<file path="config.mk">
export PLATFORM = sky130hd
export DESIGN_NAME = osc_state_bank
export DESIGN_NICKNAME = d
export VERILOG_FILES = /design/src/rtl/osc_state_bank_pkg.sv /design/src/rtl/osc_state_bank_slot_seq.sv /design/src/rtl/osc_state_bank.sv
export SDC_FILE = /design/constraint.sdc
export NUM_CORES = 1
export LEC_CHECK = 0
export BUFFER_PORTS_ARGS = -buffer_cell sky130_fd_sc_hd__clkbuf_2
export CAP_MARGIN = 10
export CORE_AREA = 2 2 277 279
export CTS_BUF_LIST = sky130_fd_sc_hd__clkbuf_16
export CTS_CLUSTER_DIAMETER = 100
export CTS_CLUSTER_SIZE = 30
export DETAILED_ROUTE_END_ITERATION = 7
export DIE_AREA = 0 0 279 281
export PLACE_DENSITY_LB_ADDON = 0.25
export REMOVE_ABC_BUFFERS = 1
export SYNTH_ARGS = -nofsm -noshare
export SYNTH_HDL_FRONTEND = slang
export SYNTH_HIERARCHICAL = 1
export SYNTH_SLANG_ARGS = --single-unit
</file>
<file path="constraint.sdc">
create_clock -name clk -period 2.3 [get_ports clk]
set_input_delay 0.46 -clock clk [delete_from_list [all_inputs] [get_ports clk]]
set_output_delay 0.46 -clock clk [all_outputs]
set_load 0.005 [all_outputs]
</file>
<file path="src/rtl/osc_state_bank_pkg.sv">
// Shared constants and state type for the oscillator state bank.
// OSC_IDLE is the slot number osc_num parks on between sweeps.
package osc_pkg;

    localparam int OSC_N  = 24;
    localparam int OSC_CW = 20;
    localparam int OSC_VW = 7;
    localparam logic [6:0] OSC_IDLE = 7'(OSC_N);

    typedef enum logic [1:0] {
        IDLE = 2'd0,
        SCAN = 2'd1,
        DONE = 2'd2
    } osc_state_e;

endpackage

</file>
<file path="src/rtl/osc_state_bank_slot_seq.sv">
// Sweep sequencer: steps osc_num through slots 0..N-1 once per accepted
// sample_tick, then parks on N. The FSM state is exported on state_o.
module osc_slot_seq
    import osc_pkg::*;
#(
    parameter int N = OSC_N
) (
    input  logic       clk,
    input  logic       n_rst,
    input  logic       sample_tick,
    output logic [6:0] osc_num,
    output logic       sweep_busy,
    output logic       sweep_done,
    output osc_state_e state_o
);

    osc_state_e state_q;
    logic [6:0] osc_num_q;
    logic       busy_q;
    logic       done_q;

    // sample_tick during SCAN is deliberately not looked at here: the sweep
    // in progress always runs to completion.
    always_ff @(posedge clk or negedge n_rst) begin
        if (!n_rst) begin
            state_q   <= IDLE;
            osc_num_q <= 7'(N);
            busy_q    <= 1'b0;
            done_q    <= 1'b0;
        end else begin
            case (state_q)
                IDLE: begin
                    done_q <= 1'b0;
                    if (sample_tick) begin
                        state_q   <= SCAN;
                        osc_num_q <= 7'd0;
                        busy_q    <= 1'b1;
                    end
                end
                SCAN: begin
                    if (osc_num_q == 7'(N - 1)) begin
                        state_q   <= DONE;
                        osc_num_q <= 7'(N);
                        busy_q    <= 1'b0;
                        done_q    <= 1'b1;
                    end else begin
                        osc_num_q <= osc_num_q + 7'd1;
                    end
                end
                DONE: begin
                    done_q <= 1'b0;
                    if (sample_tick) begin
                        state_q   <= SCAN;
                        osc_num_q <= 7'd0;
                        busy_q    <= 1'b1;
                    end else begin
                        state_q <= IDLE;
                    end
                end
                default: begin
                    state_q   <= IDLE;
                    osc_num_q <= 7'(N);
                    busy_q    <= 1'b0;
                    done_q    <= 1'b0;
                end
            endcase
        end
    end

    assign osc_num    = osc_num_q;
    assign sweep_busy = busy_q;
    assign sweep_done = done_q;
    assign state_o    = state_q;

endmodule

</file>
<file path="src/rtl/osc_state_bank.sv">
// Per-oscillator count / velocity / ended-note arrays written back during a sweep.
// Define OSC_BANK_OVERRUN_EN to build the sticky overrun flag; otherwise overrun is 0.
module osc_state_bank
    import osc_pkg::*;
#(
    parameter int N  = OSC_N,
    parameter int CW = OSC_CW,
    parameter int VW = OSC_VW
) (
    input  logic            clk,
    input  logic            n_rst,
    input  logic            sample_tick,
    output logic [6:0]      osc_num,
    output logic            sweep_busy,
    output logic            sweep_done,
    input  logic            wr_en,
    input  logic [CW-1:0]   count_next,
    input  logic            new_note,
    input  logic [VW-1:0]   new_note_velocity,
    input  logic            ended_set,
    output logic [N*CW-1:0] count,
    output logic [N*VW-1:0] current_velocity,
    output logic [N-1:0]    ended_note,
    output logic            overrun
);

    osc_state_e state;

    logic [CW-1:0] count_q [N];
    logic [CW-1:0] count_d [N];
    logic [VW-1:0] vel_q   [N];
    logic [VW-1:0] vel_d   [N];
    logic [N-1:0]  ended_q;
    logic [N-1:0]  ended_d;
    logic          wr_ok;

    osc_slot_seq #(.N(N)) u_seq (
        .clk         (clk),
        .n_rst       (n_rst),
        .sample_tick (sample_tick),
        .osc_num     (osc_num),
        .sweep_busy  (sweep_busy),
        .sweep_done  (sweep_done),
        .state_o     (state)
    );

    assign wr_ok = (state == SCAN) && (osc_num < 7'(N));

    // One strobe wins per slot and cycle: new_note, then ended_set, then wr_en.
    always_comb begin
        count_d = count_q;
        vel_d   = vel_q;
        ended_d = ended_q;
        for (int i = 0; i < N; i++) begin
            if (wr_ok && (osc_num == 7'(i))) begin
                if (new_note) begin
                    count_d[i] = '0;
                    vel_d[i]   = new_note_velocity;
                    ended_d[i] = 1'b0;
                end else if (ended_set) begin
                    ended_d[i] = 1'b1;
                end else if (wr_en) begin
                    count_d[i] = count_next;
                end
            end
        end
    end

    always_ff @(posedge clk or negedge n_rst) begin
        if (!n_rst) begin
            for (int i = 0; i < N; i++) begin
                count_q[i] <= '0;
                vel_q[i]   <= '0;
            end
            ended_q <= '0;
        end else begin
            count_q <= count_d;
            vel_q   <= vel_d;
            ended_q <= ended_d;
        end
    end

    for (genvar g = 0; g < N; g++) begin : g_pack
        assign count[g*CW +: CW]            = count_q[g];
        assign current_velocity[g*VW +: VW] = vel_q[g];
    end
    assign ended_note = ended_q;

`ifdef OSC_BANK_OVERRUN_EN
    logic overrun_q;

    always_ff @(posedge clk or negedge n_rst) begin
        if (!n_rst) begin
            overrun_q <= 1'b0;
        end else if (sample_tick && (state == SCAN)) begin
            overrun_q <= 1'b1;
        end else if (sample_tick && (state == IDLE)) begin
            overrun_q <= 1'b0;
        end
    end

    assign overrun = overrun_q;
`else
    assign overrun = 1'b0;
`endif

endmodule
</file>
Word-level counts from Yosys, hierarchy flattened
Cells that the tools add are included.
W data, S select, Z words.
{"block": "op_classes", "add_sub_neg": 1, "magnitude_cmp": 1, "eq_ne": 29, "n_mux": 17, "reduce_logical": 104}
{"cell": "$reduce_and A2 Y1", "count": 50}
{"cell": "$reduce_and A3 Y1", "count": 24}
{"cell": "$mux W20", "count": 3}
{"cell": "$eq A7 B4 Y1 const B", "count": 8}
{"cell": "$eq A7 B5 Y1 const B", "count": 8}
{"cell": "$eq A7 B3 Y1 const B", "count": 4}
{"cell": "$logic_and A1 B1 Y1", "count": 25}
{"cell": "$eq A7 B2 Y1 const B", "count": 2}
{"cell": "$mux W7", "count": 2}
{"cell": "$pmux W7 S2", "count": 1}
{"cell": "$add A7 B1 Y7 const B", "count": 1}
{"cell": "$eq A7 B1 Y1 const B", "count": 1}
{"cell": "$logic_not A7 Y1", "count": 1}
{"cell": "$lt A7 B5 Y1 const B", "count": 1}
{"cell": "$mux W1", "count": 7}
{"cell": "$pmux W2 S3", "count": 1}
{"cell": "$mux W2", "count": 2}
{"cell": "$ne A2 B1 Y1 const B", "count": 2}
{"cell": "$ne A2 B2 Y1 const B", "count": 2}
{"cell": "$reduce_bool A2 Y1", "count": 2}
{"cell": "$eq A2 B1 Y1 const B", "count": 1}
{"cell": "$eq A2 B2 Y1 const B", "count": 1}
{"cell": "$logic_not A2 Y1", "count": 1}
{"cell": "$pmux W1 S2", "count": 1}
{"cell": "$reduce_or A2 Y1", "count": 1}
{"block": "totals", "register_bits": 683, "in_bits": 33, "output_inout_bits": 682, "elab_cells": 228}

Depth between registers and ports, before layout
Gate-level depths: netlist of the first run.
{"block": "logic_depth", "ltp_word": 4, "depth_mapped": 6, "ltp_nobuf": 4}

Cells and area by module
The synthesis of the first run kept the hierarchy.
{"mod": "osc_state_bank", "n_inst": 1, "cells_per_inst": 1602, "area_each_um2": 26048.7, "seq_area_each_um2": 16816.1}
{"mod": "osc_slot_seq", "n_inst": 1, "cells_per_inst": 53, "area_each_um2": 558.0, "seq_area_each_um2": 277.8}

Least setup slack after synthesis of the first run
Ideal clock, no wire load.
{"block": "synth_timing", "path_kind": "register -> register", "start": "reg u_seq.osc_num_q[4], in the netlist u_seq/osc_num[4]", "end": "reg count_q, in the netlist count[420]", "setup_ps": 125, "arrival_ps": 2095, "required_ps": 2175, "setup_slack_ps": 80, "path_stages_with_launch": 6, "path_buffers": 2, "path_cell_list": "dfstp_2 or3b_1 buf_2 a2111oi_0 buf_2 mux2_2"}
{"block": "synth_between", "elab_chain_len": 4}
{"item": "from (decl)", "line": "osc_state_bank_slot_seq.sv:18", "rtl": "logic [6:0] osc_num_q;"}
{"item": "from (signal assigned)", "line": "osc_state_bank_slot_seq.sv:27", "rtl": "osc_num_q <= 7'(N);"}
{"item": "from (signal assigned)", "line": "osc_state_bank_slot_seq.sv:43", "rtl": "osc_num_q <= 7'(N);"}
{"item": "from (signal assigned)", "line": "osc_state_bank_slot_seq.sv:47", "rtl": "osc_num_q <= osc_num_q + 7'd1;"}
{"item": "$lt A7 B5 Y1", "line": "osc_state_bank.sv:47", "rtl": "assign wr_ok = (state == SCAN) && (osc_num < 7'(N));"}
{"item": "$logic_and A1 B1 Y1", "line": "osc_state_bank.sv:47"}
{"item": "$logic_and A1 B1 Y1 *", "line": "osc_state_bank.sv:55", "rtl": "if (wr_ok && (osc_num == 7'(i))) begin"}
{"item": "$reduce_and A3 Y1 (no source line) *"}
{"item": "to (signal assigned)", "line": "osc_state_bank.sv:77", "rtl": "count_q <= count_d;"}
{"item": "to (decl)", "line": "osc_state_bank.sv:29", "rtl": "logic [CW-1:0] count_q [N];"}
Mark *: on every way between the ends. The rest lies on a longest branch, timed or not.
A chain may end at the register's enable or synchronous reset.

Worst setup path after layout of the first run
{"block": "layout_timing", "start": "reg u_seq.osc_num_q[3], in the netlist u_seq/osc_num[3]", "end": "reg count_q, in the netlist count[392]"}
Same word-level chain as after synthesis.

==> flow_metrics.py, run 1 <==
metrics = {
    "timing": {
        "finalSetupViolations": 0,
        "slew_headroom": 0.184,
        "fin_crit_ns": 2.28,
        "clock_skew_ns": 0.0213,
        "hold_slack_ns": 0.141,
        "hold_violations": 0,
        "finalSetupTns_ns": 0,
        "rsz0062_at_grt": "true",
        "worst_slew_pin_slew_ns": 1.22,
        "fmax_ghz": 0.438,
        "maxSlewViolCount": 0,
        "period_share": 0.992,
    },
    "hold_path": {
        "hold_path.class": "input pin to flop",
        "min_from": "sample_tick",
    },
    "drt": {
        "drtAntennaViolNets": 0,
        "drc_errors": 0,
        "drt_first_pass_iters": 4,
        "routedWlPerCell_um": 26.5,
        "wl_um": 89500,
        "viasPerCell": 5.08,
        "vias": 17200,
        "drt_iter0_markers": 763,
    },
    "logic_synthesis": {
        "synth_cells": 1655,
        "ys_top_cells_by_area": "dfrtp_1 64%, mux2_2 24%, mux2_1 3.4%",
        "synth_edf_count": 0,
        "yosys_warnings": 6,
        "yosysTopAreaCell": "dfrtp_1",
        "synth_area_um2": 26600,
        "synth_most_common_cell": "dfrtp_1",
        "ys_ff_latch": 683,
        "synth_commonest_cells": "681 x dfrtp_1, 567 x mux2_2, 81 x mux2_1",
        "async_flop_share": 1.00,
        "synth_flop_cell": "dfrtp_1",
        "synth_cell_types": 50,
        "ys_seq_area_frac": 0.642,
        "netlist.area_leader.share": 0.640,
        "syn_area_per_cell_um2": 16.1,
    },
    "pwr": {
        "clockPowerShare": 0.152,
        "p_comb_frac": 0.375,
        "swShare": 0.341,
        "p_switching_mw": 14.4,
        "internal_power_mw": 27.8,
        "p_leak_nw": 16.8,
        "ir_drop_mv": 0.788,
        "p_seq_frac": 0.473,
        "power_density_nw_per_um2": 1250,
    },
    "run_status": {
        "status": "complete, no violations",
    },
    "setup_path": {
        "cp_data_required_time_ns": 2.82,
        "crit_path_start": "u_seq/osc_num[3]",
        "crit_fanout": 10,
        "reg2reg_from": "u_seq/osc_num[3]",
        "crit_path_start_kind": "flop",
        "endpoint_kind": "flop",
        "crit_arrival_ns": 2.81,
        "crit_type": "flop to flop",
    },
    "clock_tree": {
        "path_clk_slew_ns": 0.11,
        "clk_latency_ns": 0.63,
        "cts-root-buf": "clkbuf_16",
        "htreeDepth": 1,
        "clock_sinks": 683,
        "numCtsBuffers": 29,
        "cts_tree": "yes",
        "clk_path_buf_depth": 3,
    },
    "layout": {
        "drive_gt1_frac": 0.629,
        "area_growth_pct": 26.5,
        "num-fill-cells": 6831,
        "num-nets-final": 2422,
    },
    "global_route": {
        "grt_use_met2": 0.383,
        "gr-usage-all-layers": 0.222,
        "overflow": 0,
        "grt_max_degree": 71,
        "grt.met3_usage": 0.0585,
        "grtUsageMet1": 0.277,
        "grt_pass1_wl_um": 128000,
        "top_usage_layer": "met2",
        "antenna_found_initial": 5,
        "grt_pass1_vias": 17700,
    },
    "flow_run": {
        "cap_viol_max_count": 0,
    },
    "floorplan": {
        "ioPinCount": 715,
        "rows": 101,
        "fp.dieH_um": 281,
        "initial_core_util": 0.353,
        "die_area_um2": 78400,
        "core_area_um2": 75400,
        "die-width_um": 279,
    },
    "placed_design": {
        "dpl.hpwl_um": 64400,
        "port_buffers": 713,
        "gp_congestion": 0.818,
    },
}
==> state kept, by name, indices dropped and copies added (netlist names) <==
name	count
ended_note	24
u_seq/sweep_done	1
u_seq/sweep_busy	1
count	480
current_velocity	168
u_seq/osc_num	7
u_seq/state_o	2
==> per-stage QoR <==
stage	std cells	utilization	worst slack (ns)	total power, mW	cell area [µm²]
5_1_grt	3378	0.446	-0.0265	44.6	33600
6_report	3381	0.446	0.0181	42.2	33700
3_3_place_gp	3328	0.431	-0.201	35.5	32500
3_5_place_dp	3328	0.431	-0.192	36.1	32500
2_1_floorplan	1515	-	-3.15	26.2	25900
4_1_cts	3371	0.444	0.0114	42.6	33500
==> timing repair <==
item | in CTS | in global routing
buffers inserted | 0 | 3
pin swaps | 1 | 2
gates cloned | 0 | 2
hold buffers | 1 | 0
endpoints found under the setup margin | 162 | 138
hold endpoints to repair | 26 | 0
gates resized for setup | 5 | 12
==> kinds of logic (layout without fill, tap and decap cells) <==
logic type                 count (synthesis)  after routing  synth area share
AOI/OAI and AO/OA                         86             86            0.0332
muxes                                    648            648             0.274
DFF                                      683            683             0.642
buffers and inverters                    143            887            0.0275
and+or+nand+nor                           93             93            0.0221
other                                      1              5          0.000141
adders and majority gates                  1              1          0.000470
==> critical path: stages (launching register included) <==
cell and delay [ns]:
dfstp_2 0.39, or4b_4 0.58, buf_12 0.18, a2111oi_4 0.33, buf_6 0.18, clkbuf_16 0.17
mux2_2 0.33
==> power groups by stage <==
stage / Combinational (mW) / Sequential [mW] / Clock (mW)
floorplan: 6.08 / 20.2 / 0
global placement: 15.6 / 19.9 / 0
detailed placement: 15.9 / 20.2 / 0
CTS: 16.0 / 19.9 / 6.65
global route: 17.0 / 20.5 / 7.08
finish: 15.8 / 20.0 / 6.43
==> worst paths after layout <==
check	endpoint	depth (start not counted)	slack, ns
hold / removal	u_seq/state_o[0]	3	0.14
setup reg to reg	count[392]	6	0.02
max in group asynchronous	count[221]	4	1.05
min in group asynchronous	count[164]	2	0.37
hold reg to reg	count[274]	1	0.50
setup / recovery	count[392]	6	0.02
==> cell usage in the layout, fill, tap and decap left out, types with 3 or more instances in the layout <==
cell and instances:
nor2b_4 14, buf_12 53, dfrtp_1 681, nor2b_2 6
clkbuf_2 712, mux2_1 81, a31oi_1 44, mux2_4 3
clkbuf_16 31, nor2_1 5, o21ai_0 3, nor3b_1 3
nand2b_1 3, diode_2 4, a2111oi_4 23, inv_1 4
nand2_1 7, nand3_1 22, and3_1 6, mux2_2 564
o21ai_1 4, buf_6 4, or3_1 3, and3b_1 4
buf_4 68
==> metal layers <==
metal  up-vias  wire length, µm
met5         -               23
met4         4             2380
met3        86             6010
met2       567            44800
met1      9155            36400
li1       7354                -
==> layout make-up <==
| type | count | area (µm²) | share of cell area |
|---|---|---|---|
| well taps | 978 | 1220 | 0.0364 |
| diodes | 4 | 10.0 | 0.000297 |
| clock buffers | 29 | 726 | 0.0216 |
| flip-flops and latches | 683 | 17100 | 0.508 |
| repair buffers | 842 | 5280 | 0.157 |
| inverters | 3 | 11.3 | 0.000335 |
| clock inverters | 13 | 160 | 0.00476 |
| multi-input cells | 829 | 9150 | 0.272 |
(Power assumes the default switching activity.)
==> run 2, diff against run 1 <==
--- a/config.mk
+++ b/config.mk
@@ -8,10 +8,12 @@
 export BUFFER_PORTS_ARGS = -buffer_cell sky130_fd_sc_hd__clkbuf_2
 export CAP_MARGIN = 10
-export CORE_AREA = 2 2 277 279
+export CELL_PAD_IN_SITES_DETAIL_PLACEMENT = 1
+export CELL_PAD_IN_SITES_GLOBAL_PLACEMENT = 1
+export CORE_AREA = 2 2 281 283
 export CTS_BUF_LIST = sky130_fd_sc_hd__clkbuf_16
 export CTS_CLUSTER_DIAMETER = 100
 export CTS_CLUSTER_SIZE = 30
 export DETAILED_ROUTE_END_ITERATION = 7
-export DIE_AREA = 0 0 279 281
+export DIE_AREA = 0 0 283 285
 export PLACE_DENSITY_LB_ADDON = 0.25
 export REMOVE_ABC_BUFFERS = 1
==> constraint.sdc (replaced) <==
create_clock -name clk -period 2.3 [get_ports clk]
set_input_delay 0.46 -clock clk [delete_from_list [all_inputs] [get_ports clk]]
set_output_delay 0.46 -clock clk [all_outputs]
set_load 0.01 [all_outputs]
==> flow_metrics.py, run 2 (same netlist as run 1, synthesis figures left out) <==
metrics = {
    "timing": {
        "slew_headroom": 0.141,
        "clock_skew_ns": 0.0345,
        "worst_slew_pin_slew_ns": 1.29,
        "rsz0062_at_grt": "true",
        "maxSlewViolCount": 0,
        "hold_violations": 0,
        "finalSetupTns_ns": 0,
        "fin_ws_ns": 0.00665,
        "fmax_ghz": 0.436,
        "period_share": 0.997,
        "finalSetupViolations": 0,
        "hold_slack_ns": 0.178,
        "fin_crit_ns": 2.29,
    },
    "pwr": {
        "power_density_nw_per_um2": 1330,
        "p_leak_nw": 16.8,
        "ir_drop_mv": 0.747,
    },
    "setup_path": {
        "endpoint_kind": "flop",
        "crit_type": "flop to flop",
        "cp_data_required_time_ns": 2.82,
        "crit_path_start_kind": "flop",
        "crit_arrival_ns": 2.82,
        "crit_fanout": 10,
    },
    "floorplan": {
        "rows": 103,
        "initial_core_util": 0.341,
        "die_area_um2": 80700,
        "fp.dieH_um": 285,
        "core_area_um2": 78000,
        "ioPinCount": 715,
        "die-width_um": 283,
    },
    "drt": {
        "wl_um": 94800,
        "drt_iter0_markers": 768,
        "routedWlPerCell_um": 27.5,
        "drc_errors": 0,
        "viasPerCell": 5.03,
        "drt_first_pass_iters": 4,
        "vias": 17300,
        "drtAntennaViolNets": 0,
    },
    "placed_design": {
        "pre_cts_ws_ns": -0.0258,
        "dpl.hpwl_um": 66200,
        "port_buffers": 713,
        "place_inst": 3383,
        "gp_congestion": 0.795,
    },
    "clock_tree": {
        "numCtsBuffers": 29,
        "path_clk_slew_ns": 0.12,
        "clk_path_buf_depth": 3,
        "cts_tree": "yes",
        "cts-root-buf": "clkbuf_16",
        "clk_latency_ns": 0.62,
        "htreeDepth": 1,
        "clock_sinks": 683,
    },
    "global_route": {
        "overflow": 0,
        "grt_pass1_vias": 18700,
        "grt_pass1_wl_um": 137000,
        "antenna_found_initial": 9,
        "gr-usage-all-layers": 0.229,
        "grt_max_degree": 77,
    },
    "layout": {
        "regArea_um2": 17100,
        "num-nets-final": 2415,
        "num-fill-cells": 7979,
        "drive_gt1_frac": 0.634,
        "multi_input_area_um2": 9270,
        "final_common_cell": "clkbuf_2",
        "final_cell_mix": "712 x clkbuf_2, 681 x dfrtp_1, 543 x mux2_2",
        "fin_cells": 3444,
        "area_growth_pct": 26.9,
        "largest_register_ffs": 480,
    },
    "hold_path": {
        "hold_path.class": "input pin to flop",
    },
    "run_status": {
        "status": "complete, no violations",
    },
    "flow_run": {
        "cap_viol_max_count": 0,
    },
}
==> run 2: cell count changes in the layout (fill, tap and decap cells not counted), moves of 2 or more <==
cell	change
nor2b_2	+3
inv_8	-2
mux2_4	+34
buf_12	-8
mux2_2	-21
mux2_1	-13
clkbuf_16	+3
buf_4	-6
buf_6	+3
nor2b_4	-3
nand3_2	+2
nand3_1	-2
==> run 2: layer usage <==
metal | part of all wire | track usage | routed length [µm] | up-vias
li1 | - | - | - | 7301
met4 | 0.029 | 0.0656 | 2760 | 10
met1 | 0.40 | 0.278 | 37500 | 9309
met3 | 0.079 | 0.0681 | 7470 | 124
met5 | 0.00072 | 0 | 68 | -
met2 | 0.50 | 0.393 | 47000 | 582
==> run 2: path summary, 6_finish.rpt <==
kind	startpoint	end	slack (ns)	depth (start not counted)
max	u_seq/state_o[1]	count[345]	0.007	6
min	sample_tick	u_seq/state_o[0]	0.18	3
max reg2reg	u_seq/state_o[1]	count[345]	0.007	6
min reg2reg	count[86]	count[86]	0.50	1
max in group asynchronous	n_rst	count[131]	1.06	4
min in group asynchronous	n_rst	count[10]	0.34	2
==> run 2: critical path: stages (launching register included) <==
cell and delay, ns:
dfrtp_1 0.40, or4b_4 0.57, buf_12 0.18, a2111oi_4 0.32, buf_6 0.19, buf_12 0.17, mux2_2 0.34
==> run 2: area by class of cell <==
| cell class | instances | area share |
|---|---|---|
| sequential | 683 | 0.506 |
| timing repair buffer | 835 | 0.154 |
| inverter | 3 | 0.000334 |
| clock inverter | 11 | 0.00374 |
| multi-input combinational | 829 | 0.275 |
| tap | 1050 | 0.0389 |
| antenna | 4 | 0.000296 |
| clock buffer | 29 | 0.0215 |
==> run 2: what timing repair did <==
| action | 4_1_cts | 5_1_grt |
|---|---|---|
| endpoints found under the hold margin | 25 | 0 |
| buffers inserted | 5 | 5 |
| gates resized for setup | 6 | 53 |
| pin swaps | 1 | 1 |
| hold buffers | 1 | 0 |
| setup endpoints to repair | 94 | 202 |
| cloned | 1 | 6 |
==> run 2: where the power goes <==
part           switching (mW)  total, mW  internal, mW  leakage [nW]
clock                    3.93       6.31          2.38         0.421
combinational            9.94       18.4          8.48          7.53
sequential               3.00       20.0          17.0          8.80
total                    16.9       44.8          27.9          16.8
==> run 2: through the flow <==
stage	total power, mW	utilization	area (µm²)
finish	44.8	0.433	33800
global route	47.3	0.433	33800
CTS	44.9	0.427	33300
detailed placement	38.5	0.415	32400
global placement	37.8	0.415	32400
floorplan	28.2	-	25900
==> run 3, diff against run 2 <==
Settings changed: CORE_AREA 2 2 281 283 to unset, CORE_ASPECT_RATIO set to 2, CORE_MARGIN set to 2, CORE_UTILIZATION set to 35, DIE_AREA 0 0 283 285 to unset.
==> flow_metrics.py, run 3 (same netlist as run 1, synthesis figures left out) <==
metrics = {
    "hold_path": {
        "holdPathStages": 3,
        "min_to": "u_seq/state_o[0]",
        "min_from": "sample_tick",
        "hold_path.class": "input pin to flop",
    },
    "drt": {
        "drc_errors": 0,
        "routedWlPerCell_um": 27.9,
        "drt_iter0_markers": 672,
        "drtAntennaViolNets": 0,
        "wl_um": 94900,
        "drt_first_pass_iters": 6,
        "vias": 17100,
        "viasPerCell": 5.03,
    },
    "floorplan": {
        "fp.dieH_um": 394,
        "rows": 143,
        "ioPinCount": 715,
        "initial_core_util": 0.352,
        "core_area_um2": 75700,
        "die-width_um": 199,
        "die_area_um2": 78400,
    },
    "setup_path": {
        "crit_type": "flop to flop",
        "rrSetupSlack_ns": 0.01,
        "crit_arrival_ns": 2.80,
        "r2r_end": "count[387]",
        "crit_path_start_kind": "flop",
        "crit_fanout": 6,
        "reg2reg_depth": 6,
        "reg2reg_from": "u_seq/osc_num[4]",
        "crit_path_start": "u_seq/osc_num[4]",
        "endpoint_kind": "flop",
        "cp_data_required_time_ns": 2.82,
    },
    "flow_run": {
        "cap_viol_max_count": 0,
    },
    "clock_tree": {
        "cts_tree": "yes",
        "cts-root-buf": "clkbuf_16",
        "clk_latency_ns": 0.63,
        "clock_sinks": 683,
        "clk_path_buf_depth": 3,
        "numCtsBuffers": 26,
        "path_clk_slew_ns": 0.12,
        "htreeDepth": 1,
    },
    "timing": {
        "maxSlewViolCount": 0,
        "finalSetupViolations": 0,
        "hold_slack_ns": 0.138,
        "slew_headroom": 0.226,
        "clock_skew_ns": 0.0194,
        "worst_slew_pin_slew_ns": 1.16,
        "fin_ws_ns": 0.0133,
        "rsz0062_at_grt": "true",
        "hold_violations": 0,
        "fmax_ghz": 0.437,
        "fin_crit_ns": 2.29,
        "period_share": 0.994,
        "finalSetupTns_ns": 0,
    },
    "pwr": {
        "clockPowerShare": 0.134,
        "p_total_mw": 43.9,
        "p_leak_nw": 16.6,
        "power_density_nw_per_um2": 1320,
        "p_comb_frac": 0.411,
        "internal_power_mw": 27.4,
        "ir_drop_mv": 0.710,
        "swShare": 0.375,
        "p_seq_frac": 0.455,
        "p_switching_mw": 16.5,
    },
    "layout": {
        "design_area_um2": 33400,
        "final_cell_mix": "712 x clkbuf_2, 681 x dfrtp_1, 559 x mux2_2",
        "num-fill-cells": 7829,
        "largest_register_ffs": 480,
        "area_growth_pct": 25.4,
        "num-nets-final": 2406,
        "final_common_cell": "clkbuf_2",
        "drive_gt1_frac": 0.626,
    },
    "placed_design": {
        "placed_cell_area_um2": 32300,
        "dpl.hpwl_um": 67700,
        "pre_cts_ws_ns": -0.164,
        "port_buffers": 713,
        "gp_congestion": 0.801,
    },
    "global_route": {
        "grt_max_degree": 64,
        "gr-usage-all-layers": 0.236,
        "overflow": 0,
        "antenna_found_initial": 8,
        "grt_pass1_vias": 18900,
        "grt_pass1_wl_um": 135000,
    },
    "run_status": {
        "status": "complete, no violations",
    },
}
## run 3: cell types whose count changed in the layout (fill, tap and decap cells not counted), sizes merged
cell	before	now
buf	116	111
inv	7	13
clkbuf	746	744
diode	4	3
clkinv	7	1
bufbuf	1	0
## run 3: power groups by stage
stage / clock network [mW] / registers, mW / logic (mW)
6_report: 5.88 / 20.0 / 18.0
3_5_place_dp: 0 / 20.2 / 18.0
3_3_place_gp: 0 / 19.9 / 17.6
5_1_grt: 6.48 / 20.6 / 19.3
4_1_cts: 6.14 / 20.0 / 18.1
2_1_floorplan: 0 / 22.2 / 6.07
## run 3: timing repair
item | in CTS | in global routing
pin swaps | 1 | 4
hold buffers | 1 | 0
gates cloned | 0 | 8
hold endpoints to repair | 15 | 0
buffers inserted | 1 | 5
resized for setup | 8 | 17
endpoints found under the setup margin | 113 | 91
## run 3: final cells by class
cell class | instances | area (µm²) | share of cell area
flip-flops and latches | 683 | 17100 | 0.512
multi-input cells | 829 | 9150 | 0.274
repair buffers | 829 | 5100 | 0.153
well taps | 1015 | 1270 | 0.0381
clock buffers | 27 | 676 | 0.0203
clock inverters | 11 | 46.3 | 0.00139
inverters | 3 | 11.3 | 0.000338
diodes | 3 | 7.51 | 0.000225
## run 3: metrics by stage
stage / cells / util
finish: 3400 / 0.441
global route: 3397 / 0.441
CTS: 3384 / 0.437
detailed placement: 3344 / 0.427
global placement: 3344 / 0.427
floorplan: 1515 / -
## run 3: critical path, stage by stage, from the launching register on
cell       delay, ns
dfstp_2         0.55
or3b_4          0.44
buf_4           0.17
a2111oi_4       0.33
buf_6           0.18
buf_6           0.16
mux2_2          0.34
## run 3: worst max-delay path by stage
stage                            end  depth (start not counted)
2_1_floorplan             count[100]                          3
3_3_place_gp   current_velocity[102]                          4
3_5_place_dp   current_velocity[103]                          4
4_1_cts                   count[348]                          5
5_1_grt                   count[345]                          6
6_report                  count[387]                          6
## run 3: layer usage
layer,track usage,up-vias,part of all wire
met5,0,-,0.00055
met4,0.0849,8,0.036
met3,0.0779,134,0.087
met2,0.423,684,0.52
met1,0.257,9014,0.36
li1,-,7260,-
